$ cat src/rtl/ex_stage.sv
// Execute stage: ALU, destination select and EX/MEM register.
// MUL runs as an iterative shift-add over 32/MUL_RADIX_BITS cycles and stalls the front end meanwhile.
module ex_stage #(
    parameter int unsigned MUL_RADIX_BITS = 1
) (
    input  logic        reloj,
    input  logic        resetEX,
    input  logic [2:0]  ALU_FUN,
    input  logic        SEL_ALU,
    input  logic        SEL_REG,
    input  logic [2:0]  ctrl_MEM_exe,
    input  logic [1:0]  ctrl_WB_exe,
    input  logic [31:0] A,
    input  logic [31:0] DOB_exe,
    input  logic [31:0] imm_ext_exe,
    input  logic [4:0]  rt_exe,
    input  logic [4:0]  rd_exe,
    output logic [31:0] ALU_out_mem,
    output logic [31:0] DOB_mem,
    output logic [4:0]  wr_reg_mem,
    output logic        zero_mem,
    output logic [2:0]  ctrl_MEM_mem,
    output logic [1:0]  ctrl_WB_mem,
    output logic        stall_ex
);

    localparam int unsigned N_ITER = 32 / MUL_RADIX_BITS;
    localparam int unsigned CntW   = (N_ITER > 1) ? $clog2(N_ITER) : 1;
    localparam logic [CntW-1:0] CntLast = CntW'(N_ITER - 1);

    localparam logic [2:0] OpAdd = 3'b000;
    localparam logic [2:0] OpSub = 3'b001;
    localparam logic [2:0] OpAnd = 3'b010;
    localparam logic [2:0] OpOr  = 3'b011;
    localparam logic [2:0] OpSlt = 3'b100;
    localparam logic [2:0] OpNor = 3'b101;
    localparam logic [2:0] OpMul = 3'b110;
    localparam logic [2:0] OpSll = 3'b111;

    typedef enum logic [0:0] {StIdle, StMulRun} state_e;

    state_e state_q, state_d;

    logic [31:0]     mcand_q, mcand_d;
    logic [31:0]     mplier_q, mplier_d;
    logic [31:0]     acc_q, acc_d;
    logic [CntW-1:0] cnt_q, cnt_d;

    // Shadow copies of the MUL instruction's pass-through fields
    logic [31:0] sh_dob_q, sh_dob_d;
    logic [4:0]  sh_wr_q, sh_wr_d;
    logic [2:0]  sh_mem_q, sh_mem_d;
    logic [1:0]  sh_wb_q, sh_wb_d;

    logic [31:0] alu_out_q, alu_out_d;
    logic [31:0] dob_q, dob_d;
    logic [4:0]  wr_reg_q, wr_reg_d;
    logic        zero_q, zero_d;
    logic [2:0]  ctrl_mem_q, ctrl_mem_d;
    logic [1:0]  ctrl_wb_q, ctrl_wb_d;

    logic [31:0] b_op;
    logic [4:0]  dest;
    logic [31:0] alu_res;
    logic [31:0] pp;
    logic [31:0] acc_sum;
    logic        stall;

    always_comb begin
        b_op = SEL_ALU ? imm_ext_exe : DOB_exe;
        dest = SEL_REG ? rd_exe : rt_exe;
    end

    always_comb begin
        alu_res = '0;
        case (ALU_FUN)
            OpAdd:   alu_res = A + b_op;
            OpSub:   alu_res = A - b_op;
            OpAnd:   alu_res = A & b_op;
            OpOr:    alu_res = A | b_op;
            OpSlt:   alu_res = {31'd0, $signed(A) < $signed(b_op)};
            OpNor:   alu_res = ~(A | b_op);
            OpMul:   alu_res = '0;
            OpSll:   alu_res = A << b_op[4:0];
            default: alu_res = '0;
        endcase
    end

    // Partial product: multiplicand times the low MUL_RADIX_BITS multiplier bits
    always_comb begin
        pp = '0;
        for (int i = 0; i < int'(MUL_RADIX_BITS); i++) begin
            if (mplier_q[i]) begin
                pp = pp + (mcand_q << i);
            end
        end
        acc_sum = acc_q + pp;
    end

    always_comb begin
        state_d    = state_q;
        mcand_d    = mcand_q;
        mplier_d   = mplier_q;
        acc_d      = acc_q;
        cnt_d      = cnt_q;
        sh_dob_d   = sh_dob_q;
        sh_wr_d    = sh_wr_q;
        sh_mem_d   = sh_mem_q;
        sh_wb_d    = sh_wb_q;
        alu_out_d  = '0;
        dob_d      = '0;
        wr_reg_d   = '0;
        zero_d     = 1'b0;
        ctrl_mem_d = '0;
        ctrl_wb_d  = '0;
        stall      = 1'b0;

        case (state_q)
            StIdle: begin
                if (ALU_FUN == OpMul) begin
                    stall    = 1'b1;
                    mcand_d  = A;
                    mplier_d = b_op;
                    acc_d    = '0;
                    cnt_d    = '0;
                    sh_dob_d = DOB_exe;
                    sh_wr_d  = dest;
                    sh_mem_d = ctrl_MEM_exe;
                    sh_wb_d  = ctrl_WB_exe;
                    state_d  = StMulRun;
                end else begin
                    alu_out_d  = alu_res;
                    dob_d      = DOB_exe;
                    wr_reg_d   = dest;
                    zero_d     = (alu_res == 32'd0);
                    ctrl_mem_d = ctrl_MEM_exe;
                    ctrl_wb_d  = ctrl_WB_exe;
                end
            end
            StMulRun: begin
                acc_d    = acc_sum;
                mcand_d  = mcand_q << MUL_RADIX_BITS;
                mplier_d = mplier_q >> MUL_RADIX_BITS;
                cnt_d    = cnt_q + 1'b1;
                // Stall drops here so upstream advances on the product's edge
                if (cnt_q == CntLast) begin
                    alu_out_d  = acc_sum;
                    dob_d      = sh_dob_q;
                    wr_reg_d   = sh_wr_q;
                    zero_d     = (acc_sum == 32'd0);
                    ctrl_mem_d = sh_mem_q;
                    ctrl_wb_d  = sh_wb_q;
                    state_d    = StIdle;
                end else begin
                    stall = 1'b1;
                end
            end
            default: state_d = StIdle;
        endcase
    end

    always_ff @(posedge reloj) begin
        if (resetEX) begin
            state_q    <= StIdle;
            mcand_q    <= '0;
            mplier_q   <= '0;
            acc_q      <= '0;
            cnt_q      <= '0;
            sh_dob_q   <= '0;
            sh_wr_q    <= '0;
            sh_mem_q   <= '0;
            sh_wb_q    <= '0;
            alu_out_q  <= '0;
            dob_q      <= '0;
            wr_reg_q   <= '0;
            zero_q     <= 1'b0;
            ctrl_mem_q <= '0;
            ctrl_wb_q  <= '0;
        end else begin
            state_q    <= state_d;
            mcand_q    <= mcand_d;
            mplier_q   <= mplier_d;
            acc_q      <= acc_d;
            cnt_q      <= cnt_d;
            sh_dob_q   <= sh_dob_d;
            sh_wr_q    <= sh_wr_d;
            sh_mem_q   <= sh_mem_d;
            sh_wb_q    <= sh_wb_d;
            alu_out_q  <= alu_out_d;
            dob_q      <= dob_d;
            wr_reg_q   <= wr_reg_d;
            zero_q     <= zero_d;
            ctrl_mem_q <= ctrl_mem_d;
            ctrl_wb_q  <= ctrl_wb_d;
        end
    end

    assign ALU_out_mem  = alu_out_q;
    assign DOB_mem      = dob_q;
    assign wr_reg_mem   = wr_reg_q;
    assign zero_mem     = zero_q;
    assign ctrl_MEM_mem = ctrl_mem_q;
    assign ctrl_WB_mem  = ctrl_wb_q;
    assign stall_ex     = stall;

endmodule

$ cat config.mk
export PLATFORM = sky130hd
export DESIGN_NAME = ex_stage
export DESIGN_NICKNAME = d
export VERILOG_FILES = /design/src/rtl/ex_stage.sv
export SDC_FILE = /design/constraint.sdc
export NUM_CORES = 1
export LEC_CHECK = 0
export ABC_CLOCK_PERIOD_IN_PS = 15100
export CAP_MARGIN = 30
export CORE_ASPECT_RATIO = 1.5
export CORE_MARGIN = 2
export CORE_UTILIZATION = 60
export DETAILED_ROUTE_END_ITERATION = 16
export PLACE_DENSITY = 0.84
export SETUP_SLACK_MARGIN = 0.05
export SYNTH_ARGS = -nofsm -noshare
export SYNTH_HDL_FRONTEND = slang
export SYNTH_SLANG_ARGS = --single-unit
$ cat constraint.sdc
create_clock -name reloj -period 15.1 [get_ports reloj]
set_input_delay 1.51 -clock reloj [delete_from_list [all_inputs] [get_ports reloj]]
set_output_delay 1.51 -clock reloj [all_outputs]
set_load 0.01 [all_outputs]
==> out/results.ini <==
[run_status]
status = finished clean

[synthesis]
ys_ff_latch = 219
yosys.area.top_type = dfxtp_1
netlist_area_mm2 = 0.0172
synth_top_cell_area_share_pct = 25.6
synth_ff_type = dfxtp_1
yosys-top-cells-area = dfxtp_1 (26%), ha_1 (9.6%), a21oi_1 (8.6%)
synthArstFlopShare_pct = 0
ys_seq_area_share_pct = 25.6
synth.most_common_cell = nor2_1
yosysUniqueCellTypes = 82
syn_avg_cell_area_um2 = 7.44
syn-num-nets = 2558
syn_inst = 2306
synth_edf_count = 0
netlist_top_cells_count = nor2_1 (311), a21oi_1 (296), nand2_1 (256)
yosys_warnings = 0

[sta]
skew_ns = 0.0161
max_freq_ghz = 0.152
worst_pin_slew_ns = 1.01
hold_viol = 0
slew_violations = 0
maxSlewHeadroom_pct = 32.9
worst_slack_ns = 8.54
rsz0062_at_grt = no
setup_tns_ns = 0
period_share_pct = 43.5
holdWs_ns = 0.455
fin_crit_ns = 6.56
setup_violations = 0

[clocking]
clk_latency_ns = 0.56
numClockSinks = 219
cts.clk_slew.worst_paths_ns = 0.06
cts_tree = yes
cts_buffer_depth = 3
htree_num_levels = 1
cts_root_buf = clkbuf_16
post_cts_resized = 0
cts_setup_buffers = 0
cts_buffers = 23
hold_buffers = 0

[routing]
routed_via_density = 6.73
detail-route-antenna-nets = 0
drc = 0
drt-pass1-iter-count = 8
avgRoutedWirePerCell_um = 24.3
drt-total-wl_um = 67100
drt-initial-drc-count = 2156
vias = 18500

[setup_path]
r2r_start = mplier_q[0]
cp_slowest_stage_delay_ns = 0.66
critPathArrivalTime_ns = 7.04
criticalPathCategory = input pin to flop
crit_chain = buf_2, buf_12, mux2i_1, buf_4, clkinv_1, ha_1, a21oi_1, nand2b_1, o2111ai_1, a21oi_1, a2111oi_0, a311oi_1, xnor2_1, a211oi_1, nand4_1, or4_1, or4_1, o21ai_1
critPathMaxFanout = 26
worst_setup_path_end_kind = flop
startpoint_type = input pin
reg2reg_setup_slack_ns = 10.09
path_delay_family = compound AO/OA/AOI/OAI gates
worstRegToRegCells = 13
cp.required_ns = 15.58
worst_r2r_endpoint = zero_mem
path_buf_inv = 4
slowest_stage = a2111oi_0

[floorplanning]
coreArea_mm2 = 0.0281
die_height_um = 211
row_count = 75
boundaryPins = 194
start_util_pct = 61.2
die_w_um = 142
dieArea_mm2 = 0.0300

[cells_and_area]
syn2layout_area_growth_pct = 15.9
layout.cells.non_filler = 2757
final_util_pct = 70.9
drive_above_1_share_pct = 5.02
nets = 2647
diodes = 0

[placement]
dp.cells = 2716
port_buffers = 193
dp_hpwl_um = 48900
place_congestion = 1.10
pre_cts_ws_ns = 8.17

[power]
power.density_mw_per_mm2 = 88.2
p_clk_share_pct = 33.5
seq_power_share_pct = 35.3
swShare_pct = 34.8
p_leak_uw = 0.00832
ir_drop_mv = 0.0951
combPwrFrac_pct = 31.2
intPower_uw = 1140
p_sw_uw = 610

[grt]
grt_use_total_pct = 43.0
busiest_layer = met2
grt_pass1_vias = 17900
use_met1_pct = 49.9
use_met3_pct = 7.12
grt_use_met2_pct = 72.3
grt_max_degree = 120
gr-total-overflow = 0
antenna_found_initial = 1
grt_pass1_wl_um = 101000

[hold_path]
worstHoldPathCells = 2
hold_class = flop to flop
hold_end = sh_dob_q[13]
hold_start = sh_dob_q[13]

[flow_run]
max-cap-violations = 0

[worst reg2reg max path, cell delays in order (launching register included)]
cell       delay [ns]
dfxtp_1          0.95
and2_1           0.27
ha_1             0.29
a2111oi_0        0.62
o21a_1           0.26
o221ai_1         0.34
a311oi_1         0.56
o21a_1           0.21
o21ai_0          0.19
a21o_1           0.24
a21oi_1          0.19
xnor2_1          0.23
or3_1            0.46
o21ai_1          0.15
[per-stage QoR]
| step | area (um2) | total power [uW] |
|---|---|---|
| after global placement | 19100 | 1150 |
| after floorplan | 17200 | 959 |
| final | 19900 | 1750 |
| after detailed placement | 19100 | 1150 |
| after global routing | 19900 | 1810 |
| after CTS | 19900 | 1740 |
[flip-flops by register name, indices dropped and copies added (netlist names)]
name          cells
ALU_out_mem      32
DOB_mem          32
acc_q            32
mcand_q          32
mplier_q         32
sh_dob_q         32
cnt_q             5
sh_wr_q           5
wr_reg_mem        5
ctrl_MEM_mem      3
sh_mem_q          3
ctrl_WB_mem       2
sh_wb_q           2
state_q           1
zero_mem          1
[power by group through the flow]
| stage | combinational, uW | sequential, uW | clock [uW] |
|---|---|---|---|
| after floorplan | 325 | 634 | 0 |
| after global placement | 518 | 630 | 0 |
| after detailed placement | 523 | 632 | 0 |
| after CTS | 528 | 619 | 588 |
| after global routing | 578 | 621 | 609 |
| final | 547 | 620 | 587 |
[placed cells by master, fill, tap and decap left out, drive strengths merged, types with 13 or more instances in the layout]
cell type / Yosys / layout
nand2: 256 / 256
or3: 16 / 16
nand2b: 14 / 14
and2: 37 / 37
a21oi: 297 / 297
xnor2: 44 / 44
o21ai: 83 / 83
mux4: 17 / 17
buf: 33 / 35
nor2b: 13 / 13
nor3: 29 / 29
a21o: 31 / 31
nor4: 16 / 16
mux2i: 99 / 99
ha: 131 / 131
nand3: 32 / 32
and3: 33 / 33
a211oi: 62 / 62
dfxtp: 219 / 219
clkdlybuf4s50: 0 / 190
a22oi: 74 / 74
inv: 115 / 118
a31oi: 15 / 15
nor2: 311 / 311
o31ai: 19 / 19
clkbuf: 128 / 32
o211ai: 14 / 14
[routing by layer]
| metal | vias to the layer above | routed length [um] | share of wire (%) |
|---|---|---|---|
| met4 | 2 | 5270 | 7.8 |
| met5 | - | 14 | 0.021 |
| met2 | 1164 | 31800 | 47 |
| li1 | 8381 | - | - |
| met1 | 8684 | 24100 | 36 |
| met3 | 315 | 5990 | 8.9 |
[cells by family (layout without fill, tap and decap cells)]
group / Yosys count / in the layout / share of synthesized area, %
flip-flops: 219 / 219 / 25.6
AO/OA/AOI/OAI: 714 / 714 / 26.5
adder cells (fa/ha/maj): 134 / 134 / 9.90
XOR/XNOR: 55 / 55 / 2.81
AND/OR/NAND/NOR: 789 / 789 / 20.3
buffers and inverters: 277 / 382 / 6.57
multiplexers: 118 / 118 / 8.28
[how the worst max path moves through the flow]
stage	to	startpoint	depth (start not counted)	slack [ns]
after floorplan	zero_mem	SEL_ALU	18	8.92
after global placement	zero_mem	SEL_ALU	18	7.97
after detailed placement	zero_mem	DOB_exe[0]	18	8.17
after CTS	zero_mem	DOB_exe[0]	18	8.73
after global routing	zero_mem	DOB_exe[0]	18	8.36
final	zero_mem	SEL_ALU	18	8.54
[cell type report]
type / count / area, um2
inverters: 116 / 438
repair buffers: 225 / 2200
multi-input cells: 1810 / 11700
well taps: 346 / 433
flip-flops and latches: 219 / 4390
clock inverters: 9 / 120
fillers: 2212 / 8170
clock buffers: 32 / 639
(Power assumes the default switching activity.)
